File: src/rtl/tid_scheduler_if.sv
// tid_scheduler_if: requester/response bus of the TID scheduler.
//   master: requesters + response source (drive req_*, rsp_*; observe grants/status)
//   slave : the scheduler (drives req_ready, grant_tid, outstanding, pool flags, error)
interface tid_scheduler_if #(
  parameter int unsigned NUM_TID   = 16,
  parameter int unsigned TID_WIDTH = 4
);
  logic [1:0]           req_valid;
  logic [1:0]           req0_len;
  logic [1:0]           req1_len;
  logic [1:0]           req_ready;
  logic [TID_WIDTH-1:0] grant_tid;
  logic                 rsp_valid;
  logic [TID_WIDTH-1:0] rsp_tid;
  logic [TID_WIDTH:0]   outstanding;
  logic                 pool_full;
  logic                 pool_empty;
  logic                 err_unexp_rsp;

  modport master (
    output req_valid, req0_len, req1_len, rsp_valid, rsp_tid,
    input  req_ready, grant_tid, outstanding, pool_full, pool_empty, err_unexp_rsp
  );

  modport slave (
    input  req_valid, req0_len, req1_len, rsp_valid, rsp_tid,
    output req_ready, grant_tid, outstanding, pool_full, pool_empty, err_unexp_rsp
  );
endinterface

File: src/rtl/tid_scheduler.sv
// tid_scheduler: allocates transaction IDs from a pool to two requesters with
// round-robin arbitration and frees each TID after its expected response lines.
//   clk, rst : clock, asynchronous active-high reset
//   bus      : tid_scheduler_if.slave (requests, grants, responses, pool status)
module tid_scheduler #(
  parameter int unsigned NUM_TID   = 16,
  parameter int unsigned TID_WIDTH = 4
) (
  input  logic            clk,
  input  logic            rst,
  tid_scheduler_if.slave  bus
);

  localparam int unsigned OUT_W = TID_WIDTH + 1;
  localparam int unsigned CNT_W = 3;

  logic [NUM_TID-1:0]   busy;
  logic [CNT_W-1:0]     cnt [NUM_TID];
  logic [OUT_W-1:0]     outstanding_q;
  logic                 err_q;
  logic                 last_q;       // requester granted on the last transfer

  logic [TID_WIDTH-1:0] free_tid;
  logic [1:0]           ready;
  logic                 full;
  logic                 xfer;
  logic                 xfer_req;
  logic [1:0]           xfer_len;
  logic                 rsp_hit;
  logic                 rsp_final;
  logic                 rsp_miss;

  // Lowest-index free TID, from registered busy only
  always_comb begin
    free_tid = '0;
    for (int i = int'(NUM_TID) - 1; i >= 0; i--) begin
      if (!busy[i]) free_tid = TID_WIDTH'(i);
    end
  end

  assign full = (outstanding_q == OUT_W'(NUM_TID));

  // Round-robin arbitration; a tie goes to the requester not granted last
  always_comb begin
    ready = 2'b00;
    if (!rst && !full) begin
      case (bus.req_valid)
        2'b01:   ready = 2'b01;
        2'b10:   ready = 2'b10;
        2'b11:   ready = last_q ? 2'b01 : 2'b10;
        default: ready = 2'b00;
      endcase
    end
  end

  assign xfer     = |(bus.req_valid & ready);
  assign xfer_req = ready[1];
  assign xfer_len = xfer_req ? bus.req1_len : bus.req0_len;

  // A freshly granted TID is never busy, so a response and a grant never collide
  assign rsp_hit   = bus.rsp_valid && busy[bus.rsp_tid];
  assign rsp_final = rsp_hit && (cnt[bus.rsp_tid] == CNT_W'(1));
  assign rsp_miss  = bus.rsp_valid && !busy[bus.rsp_tid];

  // Per-TID state, occupancy count, sticky error and arbitration pointer
  always_ff @(posedge clk or posedge rst) begin
    if (rst) begin
      busy          <= '0;
      for (int i = 0; i < int'(NUM_TID); i++) cnt[i] <= '0;
      outstanding_q <= '0;
      err_q         <= 1'b0;
      last_q        <= 1'b1;
    end else begin
      if (rsp_hit) begin
        cnt[bus.rsp_tid] <= cnt[bus.rsp_tid] - CNT_W'(1);
        if (rsp_final) busy[bus.rsp_tid] <= 1'b0;
      end
      if (rsp_miss) err_q <= 1'b1;
      if (xfer) begin
        busy[free_tid] <= 1'b1;
        cnt[free_tid]  <= CNT_W'(xfer_len) + CNT_W'(1);
        last_q         <= xfer_req;
      end
      case ({xfer, rsp_final})
        2'b10:   outstanding_q <= outstanding_q + OUT_W'(1);
        2'b01:   outstanding_q <= outstanding_q - OUT_W'(1);
        default: outstanding_q <= outstanding_q;
      endcase
    end
  end

  assign bus.req_ready     = ready;
  assign bus.grant_tid     = free_tid;
  assign bus.outstanding   = outstanding_q;
  assign bus.pool_full     = full;
  assign bus.pool_empty    = (outstanding_q == '0);
  assign bus.err_unexp_rsp = err_q;

endmodule
File: src/flat_wrapper.sv
// flat-port wrapper written by rule: the top's interface ports become plain ports
module tid_scheduler_flat 
#(
  parameter int unsigned NUM_TID   = 16,
  parameter int unsigned TID_WIDTH = 4
)
  (clk, rst, bus_req_valid, bus_req0_len, bus_req1_len, bus_rsp_valid, bus_rsp_tid, bus_req_ready, bus_grant_tid, bus_outstanding, bus_pool_full, bus_pool_empty, bus_err_unexp_rsp);
  tid_scheduler_if #(.NUM_TID(NUM_TID), .TID_WIDTH(TID_WIDTH)) bus_i ();
  input  logic clk;
  input  logic rst;
  input wire logic [$bits(bus_i.req_valid)-1:0] bus_req_valid;
  input wire logic [$bits(bus_i.req0_len)-1:0] bus_req0_len;
  input wire logic [$bits(bus_i.req1_len)-1:0] bus_req1_len;
  input wire logic [$bits(bus_i.rsp_valid)-1:0] bus_rsp_valid;
  input wire logic [$bits(bus_i.rsp_tid)-1:0] bus_rsp_tid;
  output wire logic [$bits(bus_i.req_ready)-1:0] bus_req_ready;
  output wire logic [$bits(bus_i.grant_tid)-1:0] bus_grant_tid;
  output wire logic [$bits(bus_i.outstanding)-1:0] bus_outstanding;
  output wire logic [$bits(bus_i.pool_full)-1:0] bus_pool_full;
  output wire logic [$bits(bus_i.pool_empty)-1:0] bus_pool_empty;
  output wire logic [$bits(bus_i.err_unexp_rsp)-1:0] bus_err_unexp_rsp;
  assign bus_i.req_valid = bus_req_valid;
  assign bus_i.req0_len = bus_req0_len;
  assign bus_i.req1_len = bus_req1_len;
  assign bus_i.rsp_valid = bus_rsp_valid;
  assign bus_i.rsp_tid = bus_rsp_tid;
  assign bus_req_ready = bus_i.req_ready;
  assign bus_grant_tid = bus_i.grant_tid;
  assign bus_outstanding = bus_i.outstanding;
  assign bus_pool_full = bus_i.pool_full;
  assign bus_pool_empty = bus_i.pool_empty;
  assign bus_err_unexp_rsp = bus_i.err_unexp_rsp;
  tid_scheduler #(.NUM_TID(NUM_TID), .TID_WIDTH(TID_WIDTH)) u_core (.clk(clk), .rst(rst), .bus(bus_i));
endmodule
File: config.mk
export PLATFORM = sky130hd
export DESIGN_NAME = tid_scheduler_flat
export DESIGN_NICKNAME = d
export VERILOG_FILES = /design/src/rtl/tid_scheduler_if.sv /design/src/rtl/tid_scheduler.sv /design/src/flat_wrapper.sv
export SDC_FILE = /design/constraint.sdc
export NUM_CORES = 1
export LEC_CHECK = 0
export BUFFER_PORTS_ARGS = -buffer_cell sky130_fd_sc_hd__buf_4
export CORE_MARGIN = 4
export CORE_UTILIZATION = 45
export CTS_CLUSTER_DIAMETER = 80
export CTS_CLUSTER_SIZE = 14
export DETAILED_ROUTE_END_ITERATION = 12
export PLACE_DENSITY_LB_ADDON = 0.1
export REMOVE_ABC_BUFFERS = 1
export SLEW_MARGIN = 10
export SYNTH_ARGS = -nofsm -noshare
export SYNTH_HDL_FRONTEND = slang
export SYNTH_SLANG_ARGS = --single-unit
File: constraint.sdc
create_clock -name clk -period 4.1 [get_ports clk]
set_input_delay 0.615 -clock clk [delete_from_list [all_inputs] [get_ports clk]]
set_output_delay 0.615 -clock clk [all_outputs]
set_load 0.005 [all_outputs]
Yosys cells after proc, flatten, opt, wreduce, memory -nomap -nowiden
Index checks and enable logic that the tools add are counted.
{"block": "word_totals", "reg_bits": 71, "inputBits": 13, "word_cells": 100}
{"block": "op_classes", "n_addsub": 4, "order_cmp": 8, "eq_ne": 7, "n_mux": 41, "n_bitwise": 6, "n_reduce_logical": 14}
{"operator": "$bwmux 48", "count": 2}
{"operator": "$mux 48", "count": 2}
{"operator": "$mux 4", "count": 16}
{"operator": "$mux 16", "count": 3}
{"operator": "$demux 3 s4", "count": 2}
{"operator": "$and 16x16->16", "count": 1}
{"operator": "$not 16->16", "count": 1}
{"operator": "$or 16x16->16", "count": 1}
{"operator": "$bmux 3 s4", "count": 1}
{"operator": "$mux 3", "count": 4}
{"operator": "$ge 5x5->1 const B", "count": 2}
{"operator": "$lt 4x5->1 const B", "count": 2}
{"operator": "$lt 5x1->1 const B", "count": 2}
{"operator": "$not 4->5", "count": 2}
{"operator": "$pmux 5 s2", "count": 1}
{"operator": "$demux 1 s4", "count": 2}
{"operator": "$ge 4x1->1 const B", "count": 2}
{"operator": "$logic_and 1x1->1", "count": 8}
{"operator": "$eq 2x2->1 const B", "count": 3}
{"operator": "$mux 2", "count": 3}
{"operator": "$pmux 2 s3", "count": 1}
{"operator": "$add 5x1->5 const B", "count": 1}
{"operator": "$eq 5x5->1 const B", "count": 1}
{"operator": "$logic_not 5->1", "count": 1}
{"operator": "other kinds (11)", "count": 16}

Depth between registers and ports, before layout
Gate-level depths: netlist of the first run.
{"block": "depth", "ltp_word": 23, "mapped_depth": 22, "depth_no_buf": 18}

Least setup slack after synthesis of the first run
No wires, ideal clock.
{"block": "synth_path", "path_type": "input to register", "startpoint": "in bus_rsp_tid[0]", "endpoint": "reg u_core.outstanding_q[4] (netlist: u_core.bus.outstanding[4])", "setup_ps": 130, "t_arrival_ps": 4227, "required_time_ps": 3970, "slack_ps": -257, "stages": 21, "path_buffers": 4, "path_cell_list": "buf_2 buf_4 buf_2 mux4_2 mux4_2 inv_1 ha_1 and2_1 nand2_1 o31a_1 buf_2 inv_1 ha_1 inv_1 fa_1 inv_1 a21o_1 a21oi_1 xnor2_1 nor2_1 xor2_1"}
{"block": "synth_via", "elab_chain_cells": 8, "elab_cells_between_ends": 13, "classes_between": "eq/ne: 3; mux: 6; bitwise: 1; reduce/logical: 3"}
{"item": "start: declaration", "line": "flat_wrapper.sv:15", "text": "input wire logic [$bits(bus_i.rsp_tid)-1:0] bus_rsp_tid;"}
{"item": "$not 4->5 (not written as such)", "line": "tid_scheduler.sv:62", "text": "assign rsp_final = rsp_hit && (cnt[bus.rsp_tid] == CNT_W'(1));"}
{"item": "$bmux 3 s4", "line": "tid_scheduler.sv:62"}
{"item": "$mux 3 (not written as such) (2 in a row)", "line": "tid_scheduler.sv:62"}
{"item": "$eq 3x1->1", "line": "tid_scheduler.sv:62"}
{"item": "$logic_and 1x1->1 *", "line": "tid_scheduler.sv:62"}
{"item": "$eq 2x1->1 or $eq 2x2->1 (tied branches)", "line": "tid_scheduler.sv:84", "text": "case ({xfer, rsp_final})"}
{"item": "$pmux 5 s2 or $reduce_bool 2->1 (tied branches)"}
{"item": "end signal: assignment", "line": "tid_scheduler.sv:85", "text": "2'b10: outstanding_q <= outstanding_q + OUT_W'(1);"}
{"item": "end signal: assignment", "line": "tid_scheduler.sv:86", "text": "2'b01: outstanding_q <= outstanding_q - OUT_W'(1);"}
{"item": "end signal: assignment", "line": "tid_scheduler.sv:87", "text": "default: outstanding_q <= outstanding_q;"}
{"item": "end: declaration", "line": "tid_scheduler.sv:19", "text": "logic [OUT_W-1:0] outstanding_q;"}
Every way passes the cells marked *; elsewhere a longest branch is shown, timed or not. The select of a mux whose other input is x is not followed.
A chain may end at the register's enable or synchronous reset.

Worst setup path in the final report of the first run
{"block": "layout_path", "startpoint": "in bus_rsp_tid[0]", "endpoint": "reg u_core.outstanding_q[3] (netlist: u_core.bus.outstanding[3])"}
Same word-level chain as after synthesis.

==> metrics, run 1 <==
M1 wire length around 6000 µm; CP startpoint kind input pin; Peak VDD IR 0.000309 V; CP Max Fanout 9; final hold vios 0; Core Util, Final 51.8%; CP required between 4 and 5 ns; Antenna Violating Nets Remaining 0; pre-CTS setup slack 0.0491 ns; first-pass GRT wire length roughly 21000 µm; WL per Instance 21.3 µm; CP bufs+invs 5; area occupied by multi-input gates around 2600 µm²; Post-CTS Setup Repair Bufs 0; Setup WS post-layout between 0.4 and 0.5 ns; Die Span Y roughly 110 µm; worst skew pair latency about 0.37 ns; Critical-path top delay cell mux4_2; 1st-iter DRT viols 313; Core ar. around 9800 µm²; EDFF count, synth 0; Hold Crit Class in -> async; Post-synth ARST share 100%; met2 wire len between 6000 and 7000 µm; top-area cell type share of the netlist area around two fifths; power density over cell area roughly 750 nW/µm²; yosys warns 0; post-synth top area cell dfrtp_1; vias in the first global route around 3600; antenna cells 0; number of fill cells between 900 and 1000; synth top area cells dfrtp_1 (39%), mux4_2 (9.4%), mux2i_1 (8.6%), nand2_1 (4.7%), mux2_2 (4.2%); port bufs 26; largest net degree at the start of global routing 30; H-tree Lvls 3; Final Skew between 0.009 and 0.01 ns; Syn-to-layout area delta 11.9%; relative slew slack about a quarter; Max Root-Sink Buffers 2; Syn Std Cell Area approximately 4500 µm²; I/O pin total 27; period utilization ~89%; GPL Wtd Cong between 0.8 and 0.9; fraction of layout cells with a size suffix above 1 between 20 and 25%; die area between 10000 and 15000 µm²; FF/Latch Area 1780 µm²; Seq/Total Area, Yosys between 30% and 40%; Global Route Usage Sum a little under a quarter; Top Layer Used met4; die width between 100 and 150 µm; Final min period between 3 and 4 ns; cell family with most CP delay compound AO/OA/AOI/OAI gates; Synth Area per Inst 10.1 µm²; maximum clock rate between 200 and 300 MHz; Setup violations, final 0; vias post-DR roughly 3700; cell count after synthesis 451; Seq cells post-synth around 70; Worst-Margin Slew roughly 1.1 ns; antenna violations before repair 0; TritonRoute pass-1 iters 5; count leader, synth dfrtp_1; # resized after CTS 0; fin nets 493; Post-CTS Hold Fix Bufs 0; DR vias/cell between 5 and 6; status finished clean; setup_tns 0 ns; hpwl dp around 9600 µm; Root Driver clkbuf_8; predominant post-synthesis flop cell dfrtp_1; Num Clock Sinks between 70 and 80; Num CTS Buffers 9; Worst-path clk slew about 0.080 ns; maxcap violations 0; TritonCTS clock tree done; WS Path Type in -> reg; synth unique cells 59; crit path DAT about 3.9 ns; max-slew violations 0; CP Capture Type register; drt total wl 13000 µm; Post-DP Area 4860 µm²; row count 36; CP max stage delay 0.54 ns; wire length on met3 795 µm; Post-synth top cells dfrtp_1 (70), nand2_1 (57), mux2i_1 (39); Congestion Overflow GR 0; Lkg Pwr 2.20 nW; drc violations 0; RSZ-0062 raised after global routing no; Cell Chain, Critical Path buf_4 -> buf_4 -> mux4_2 -> a221oi_4 -> inv_1 -> ha_1 -> and2_1 -> nand4_1 -> o31a_1 -> inv_1 -> ha_1 -> buf_4 -> ha_1 -> a21o_1 -> a21oi_1 -> xor2_1 -> o21ai_0; starting density of the core about 46%; post-route design area around 5100 µm²
-- routing by layer --
layer	vias to the layer above	global-route usage, %
met2	124	36.6
met4	0	7.84
li1	1695	-
met1	1825	35.0
met5	-	0
met3	13	3.58
-- power by group --
part | internal, W | switching (W)
Sequential | 0.00101 | 0.000313
Clock | 0.000375 | 0.000285
Combinational | 0.000807 | 0.00103
-- layout by cell type, fill, tap and decap left out, types with 8 or more instances in the layout --
master	instances
buf_4	34
dfrtp_1	70
clkbuf_8	11
mux2i_1	39
o21ai_0	35
nand2b_1	9
nor2_1	36
nor2b_1	8
mux4_2	19
inv_1	15
a21oi_1	16
mux2_2	17
nand2_1	57
-- worst register-to-register path, stage by stage, from the launching register on --
cell,delay (ns)
dfrtp_1,0.40
mux4_2,0.46
mux4_2,0.47
inv_1,0.09
ha_1,0.19
and2_1,0.16
nand2_1,0.05
o31a_1,0.28
inv_1,0.07
ha_1,0.18
inv_1,0.09
fa_1,0.40
inv_1,0.07
a21o_1,0.10
a21oi_1,0.07
xnor2_1,0.14
nor2_1,0.06
xor2_1,0.14
-- final cells by class --
class / instances / share of cell area [%]
multi-input combinational: 340 / 51.1
sequential: 71 / 34.9
timing repair buffer: 34 / 5.01
tap: 133 / 3.27
clock buffer: 11 / 2.97
clock inverter: 5 / 1.57
inverter: 16 / 1.18
-- kinds of logic after synthesis --
group | after synthesis | synth area share [%]
flip-flops | 71 | 39.1
buffers and inverters | 40 | 3.80
multiplexers | 75 | 22.2
AND/OR/NAND/NOR | 152 | 17.0
XOR/XNOR | 7 | 1.35
AO/OA/AOI/OAI | 98 | 14.2
adder cells (fa/ha/maj) | 8 | 2.37
-- per-stage QoR --
step                      total power [W]  hold slack, ns  std cells
after floorplan                   0.00251           0.466        427
after global placement            0.00313           0.482        594
after detailed placement          0.00316           0.487        594
after CTS                         0.00383           0.381        610
after global routing              0.00409           0.403        610
final                             0.00382           0.361        610
-- final timing paths --
check | endpoint | slack [ns] | start | cells past startpoint
min | u_core.bus.outstanding[4]$_DFFE_PP0P_ | 0.36 | rst | 2
min in group clk | u_core.last_q$_DFFE_PP1N_ | 0.50 | u_core.last_q$_DFFE_PP1N_ | 2
min reg2reg | u_core.last_q$_DFFE_PP1N_ | 0.50 | u_core.last_q$_DFFE_PP1N_ | 2
max reg2reg | u_core.bus.outstanding[4]$_DFFE_PP0P_ | 0.54 | u_core.cnt[4]$_DFF_PP0_ | 17
max | u_core.bus.outstanding[3]$_DFFE_PP0P_ | 0.44 | bus_rsp_tid[0] | 17
max in group asynchronous | u_core.cnt[39]$_DFF_PP0_ | 2.91 | rst | 3
-- state kept, by name (all words and copies together) (netlist names) --
register	flops
u_core.bus.outstanding	5
u_core.last_q	1
u_core.busy	16
u_core.bus.err_unexp_rsp	1
u_core.cnt	48
No activity file was read; power rests on OpenSTA's default activity.
==> inputs of run 2 (changes only) <==
CORE_MARGIN = unset   (was 4)
CTS_BUF_LIST = sky130_fd_sc_hd__clkbuf_8   (was unset)
GPL_ROUTABILITY_DRIVEN = 0   (was unset)
==> run 2 against run 1 <==
  * Count of clock-buffer cells in the layout is the same
  * Sequential cell count unchanged
  * Clock skew up 0.0079 ns
  * Cell count fell by 0.16%
  * Final area fell by 0.15%
  * Setup slack got worse by 0.037 ns
  * First-iteration DRC count decreased by 21%
  * Maximum frequency is 1.0% lower
  * Global-route usage is 2.9 points higher
  * Via count shrank 0.25%
  * Critical endpoint is now u_core.bus.outstanding[4]$_DFFE_PP0P_
  * Highest routed layer unchanged
==> metrics, run 2 (synthesis results as in run 1) <==
drt total wl 12800 µm (-1.3%); CP Max Fanout 11 (+2); maximum clock rate 270 MHz (-1.0%); Final min period 3.70 ns (+0.0373 ns); setup_tns 0 ns (unchanged); Antenna Violating Nets Remaining 0 (unchanged); most frequent cells in the layout dfrtp_1 (70), nand2_1 (57), mux2i_1 (39), nor2_1 (36), o21ai_0 (35); drc violations 0 (unchanged); CP Capture Type register; die width 103 µm (-5.5%); I/O pin total 27 (unchanged); antenna cells 0 (unchanged); 1st-iter DRT viols 248 (-21%); crit path DAT 3.98 ns (+0.08 ns); number of fill cells 891 (-4.1%); status finished clean; Worst-Margin Slew 0.918 ns (-0.218 ns); DR vias/cell 5.99 (about the same); Hold Slack 0.366 ns (+0.00521 ns); final hold vios 0 (unchanged); worst skew pair latency 0.36 ns (about the same); WS Path Type in -> reg; max reg flops 48 (unchanged); vias post-DR 3648 (-0.25%); Post-CTS Setup Repair Bufs 0 (unchanged); # resized after CTS 0 (unchanged); post-route insts no fill 609 (-0.16%); relative slew slack 38.8% (+15 points); CP startpoint kind input pin; maxcap violations 0 (unchanged); area occupied by multi-input gates 2600 µm² (unchanged); Core ar. 9770 µm² (-0.46%); Syn-to-layout area delta 11.7%; die area 10500 µm² (-11%); first-pass GRT wire length 20500 µm (-2.8%); Global Route Usage Sum 26.8% (+2.9 points); TritonRoute pass-1 iters 5 (unchanged); Post-DP Area 4850 µm² (-0.15%); Num Clock Sinks 71 (unchanged); flop-to-flop setup slack 0.52 ns (-0.02 ns); fraction of layout cells with a size suffix above 1 21.4% (-0.16 points); Core Util, Final 52.0% (+0.16 points); FF/Latch Area 1780 µm² (unchanged); period utilization 90.3% (+0.91 points); Congestion Overflow GR 0 (unchanged); Post-CTS Hold Fix Bufs 0 (unchanged); antenna violations before repair 0 (unchanged); largest net degree at the start of global routing 45 (+50%); vias in the first global route 3602 (-0.44%); H-tree Lvls 3 (unchanged); Setup violations, final 0 (unchanged); Biggest register u_core.cnt; Num CTS Buffers 9 (unchanged); Hold Crit Class in -> async; starting density of the core 46.5% (+0.21 points); Die Span Y 103 µm (-5.5%); hpwl dp 9310 µm (-2.8%); post-route design area 5080 µm² (-0.15%); Root Driver clkbuf_8; max-slew violations 0 (unchanged); Max Root-Sink Buffers 2 (unchanged); CP required 4.38 ns (+0.04 ns); port bufs 26 (unchanged); Worst-path clk slew 0.09 ns (about the same); row count 36 (unchanged); Placed Cells 593 (-0.17%); power density over cell area 755 nW/µm² (+0.57%); WL per Instance 21.1 µm (-1.2%); Final Skew 0.0176 ns (+0.00792 ns); fin nets 492 (-0.20%); commonest non-fill, non-tap cell in the layout dfrtp_1; RSZ-0062 raised after global routing no; Lkg Pwr 2.19 nW (-0.22%); TritonCTS clock tree done; Peak VDD IR 0.000321 V (+3.7%)
==> run 2: cell type report <==
cell class	count	area share, %
Multi-Input combinational cell	340	51.1
Sequential cell	71	35.0
Timing Repair Buffer	33	4.87
Tap cell	133	3.27
Clock buffer	11	2.98
Clock inverter	5	1.58
Inverter	16	1.18
==> run 2: power breakdown <==
part	total, W	internal [W]	leakage (nW)	switching (W)
clock network	0.000658	0.000375	0.112	0.000283
logic	0.00186	0.000820	1.23	0.00104
registers	0.00132	0.00101	0.850	0.000303
==> run 2: final timing paths <==
| path | start | end | depth (start not counted) |
|---|---|---|---|
| worst min register to register | u_core.last_q$_DFFE_PP1N_ | u_core.last_q$_DFFE_PP1N_ | 2 |
| worst max-delay path | bus_rsp_tid[0] | u_core.bus.outstanding[4]$_DFFE_PP0P_ | 18 |
| worst max register to register | u_core.cnt[40]$_DFF_PP0_ | u_core.bus.outstanding[4]$_DFFE_PP0P_ | 17 |
| max in group asynchronous | rst | u_core.cnt[37]$_DFF_PP0_ | 3 |
| min in group clk | u_core.last_q$_DFFE_PP1N_ | u_core.last_q$_DFFE_PP1N_ | 2 |
| worst min-delay path | rst | u_core.busy[5]$_DFF_PP0_ | 2 |
==> run 2: per-stage QoR <==
stage	setup slack (ns)	total power (W)
final	0.398	0.00384
after global routing	0.149	0.00412
after CTS	0.377	0.00384
after detailed placement	0.0107	0.00317
after global placement	0.108	0.00316
after floorplan	0.142	0.00251
==> run 2: worst max-delay path: stages <==
cell and delay (ns):
buf_4 0.20, mux4_2 0.53, mux4_2 0.46, inv_1 0.10, ha_1 0.18, and2_1 0.15, nand2_1 0.05, o31a_1 0.27
inv_1 0.07, ha_1 0.21, inv_1 0.10, fa_1 0.41, inv_1 0.08, a21o_1 0.11, a21oi_1 0.07, xnor2_1 0.12
nor2_1 0.11, xor2_1 0.15
==> run 2: metal layers <==
| metal | global-route usage [%] | vias up | routed length, µm |
|---|---|---|---|
| met3 | 4.88 | 24 | 705 |
| li1 | - | 1683 | - |
| met5 | 0 | - | 0 |
| met1 | 38.3 | 1814 | 5950 |
| met4 | 8.79 | 0 | 274 |
| met2 | 41.4 | 127 | 5910 |
==> inputs of run 3 (changes only) <==
REMOVE_ABC_BUFFERS = unset   (was 1)
SLEW_MARGIN = 20   (was 10)
==> run 3 against run 2 <==
  * Via count is 0.25% higher
  * Combinational power hardly changed
  * Wire length hardly changed
  * Sequential power hardly changed
  * Core utilization is 0.47 points lower
  * Critical path depth stayed put
  * Largest cell class unchanged
==> metrics, run 3 (synthesis results as in run 1) <==
drc violations 0 (unchanged); combinational share of power 49.7% (+1.2 points); maximum clock rate 279 MHz (+3.2%); sw power 0.00161 W (-1.4%); Biggest register u_core.cnt; vias post-DR 3657 (+0.25%); FF/Latch Area 1780 µm² (unchanged); Num Clock Sinks 71 (unchanged); Int Pwr 0.00212 W (-3.9%); most used cell, CP inv_1; relative slew slack 39.2% (+0.46 points); Peak VDD IR 0.000314 V (-2.1%); Congestion Overflow GR 0 (unchanged); period utilization 87.5% (-2.8 points); WS Path Type in -> reg; Root Driver clkbuf_8; Final Skew 0.0161 ns (-0.00155 ns); Critical-path top delay cell mux4_2; Cell Chain, Critical Path buf_4 -> mux4_2 -> mux4_2 -> inv_1 -> ha_1 -> and2_1 -> nand2_1 -> o31a_1 -> inv_1 -> ha_2 -> inv_1 -> fa_2 -> inv_1 -> a21o_1 -> a21oi_1 -> xnor2_1 -> nor2_1 -> xor2_1; setup_tns 0 ns (unchanged); starting density of the core 46.5% (unchanged); H-tree Lvls 3 (unchanged); syn_nets between 400 and 500; Worst-Margin Slew 0.911 ns (-0.00702 ns); antenna cells 0 (unchanged); die width 103 µm (unchanged); Overall Power 0.00373 W (-2.9%); port bufs 26 (unchanged); die area 10500 µm² (unchanged); max-slew violations 0 (unchanged); fraction of layout cells with a size suffix above 1 20.6% (-0.80 points); Max Root-Sink Buffers 2 (unchanged); Clock Power Share 14.9% (-2.2 points); Post-CTS Setup Repair Bufs 0 (unchanged); maxcap violations 0 (unchanged); row count 36 (unchanged); Final min period 3.59 ns (-0.116 ns); power density over cell area 740 nW/µm² (-2.0%); fin nets 491 (-0.20%); Core Util, Final 51.5% (-0.47 points); Setup WS post-layout 0.513 ns (+0.116 ns); max reg flops 48 (unchanged); Num CTS Buffers 9 (unchanged); Lkg Pwr 2.19 nW (-0.30%); Die Span Y 103 µm (unchanged); crit path DAT 3.87 ns (-0.11 ns); Hold Slack 0.458 ns (+0.0921 ns); TritonCTS clock tree done; Worst-path clk slew 0.08 ns (about the same); number of fill cells 910 (+2.1%); area occupied by multi-input gates 2600 µm² (+0.19%); CP Capture Type register; vias in the first global route 3655 (+1.5%); DR vias/cell 6.01 (+0.41%); drt total wl 12800 µm (about the same); RSZ-0062 raised after global routing no; first-pass GRT wire length 20400 µm (-0.34%); antenna violations before repair 0 (unchanged); pre-CTS setup slack 0.125 ns (+0.115 ns); most frequent cells in the layout dfrtp_1 (70), nand2_1 (57), mux2i_1 (39), nor2_1 (36), o21ai_0 (35); largest net degree at the start of global routing 50 (+11%); hpwl dp 9200 µm (-1.2%); CP Max Fanout 10 (-1); commonest non-fill, non-tap cell in the layout dfrtp_1; worst skew pair latency 0.35 ns (about the same); Setup violations, final 0 (unchanged); Syn-to-layout area delta 10.7%; Global Route Usage Sum 26.6% (-0.28 points); 1st-iter DRT viols 218 (-12%); status finished clean; CP startpoint kind input pin; Hold Crit Class in -> async; Net Sw Frac 43.1% (+0.64 points); I/O pin total 27 (unchanged); # resized after CTS 0 (unchanged); final hold vios 0 (unchanged); Post-CTS Hold Fix Bufs 0 (unchanged); TritonRoute pass-1 iters 5 (unchanged); Antenna Violating Nets Remaining 0 (unchanged); CP max stage delay 0.52 ns (about the same); CP required 4.38 ns (about the same); Core ar. 9770 µm² (unchanged); WL per Instance 21.1 µm (+0.16%); Seq pwr share 35.4% (+1.1 points)
-- run 3: cell count changes in the layout (fill, tap and decap cells not counted) --
cell / delta
inv_2: -1
ha_2: +1
clkinvlp_4: -2
ha_1: -1
bufinv_16: -1
clkbuf_8: -1
inv_1: +5
buf_4: -1
fa_2: +1
fa_1: -1
-- run 3: path summary, 6_finish.rpt --
path / startpoint / endpoint / slack [ns] / depth (start not counted)
min in group clk: u_core.last_q$_DFFE_PP1N_ / u_core.last_q$_DFFE_PP1N_ / 0.51 / 2
setup reg to reg: u_core.cnt[1]$_DFF_PP0_ / u_core.bus.outstanding[4]$_DFFE_PP0P_ / 0.64 / 17
hold / removal: rst / u_core.bus.outstanding[4]$_DFFE_PP0P_ / 0.46 / 2
setup / recovery: bus_rsp_tid[0] / u_core.bus.outstanding[4]$_DFFE_PP0P_ / 0.51 / 18
max in group asynchronous: rst / u_core.bus.err_unexp_rsp$_DFFE_PP0P_ / 2.79 / 3
hold reg to reg: u_core.last_q$_DFFE_PP1N_ / u_core.last_q$_DFFE_PP1N_ / 0.51 / 2
-- run 3: power groups by stage --
stage	combinational [W]	clock [W]	sequential, W
after floorplan	0.00136	0	0.00120
after global placement	0.00181	0	0.00133
after detailed placement	0.00184	0	0.00132
after CTS	0.00185	0.000564	0.00131
after global routing	0.00204	0.000594	0.00135
final	0.00185	0.000557	0.00132
-- run 3: final cells by class --
cell class	instances	share of cell area (%)
Clock buffer	10	2.73
Clock inverter	6	0.969
Inverter	16	1.22
Multi-Input combinational cell	340	51.7
Sequential cell	71	35.3
Tap cell	133	3.30
Timing Repair Buffer	32	4.77
-- run 3: worst max-delay path, delay by kind of cell --
| family | cells | cell delay, ns |
|---|---|---|
| AND/OR/NAND/NOR | 3 | 0.31 |
| XOR/XNOR | 2 | 0.27 |
| multiplexers | 2 | 0.99 |
| buffers and inverters | 5 | 0.50 |
| AO/OA/AOI/OAI | 3 | 0.43 |
| adder cells (fa/ha/maj) | 3 | 0.73 |
-- run 3: metrics by stage --
step	std cells	instance area (µm²)
after floorplan	451	4580
after global placement	592	4850
after detailed placement	592	4850
after CTS	608	5030
after global routing	608	5040
final	608	5040
-- run 3: layer usage --
layer / GRT usage [%] / wire length, µm
met5: 0 / 0
met4: 7.91 / 202
met3: 5.76 / 730
met2: 41.3 / 6010
met1: 37.3 / 5900
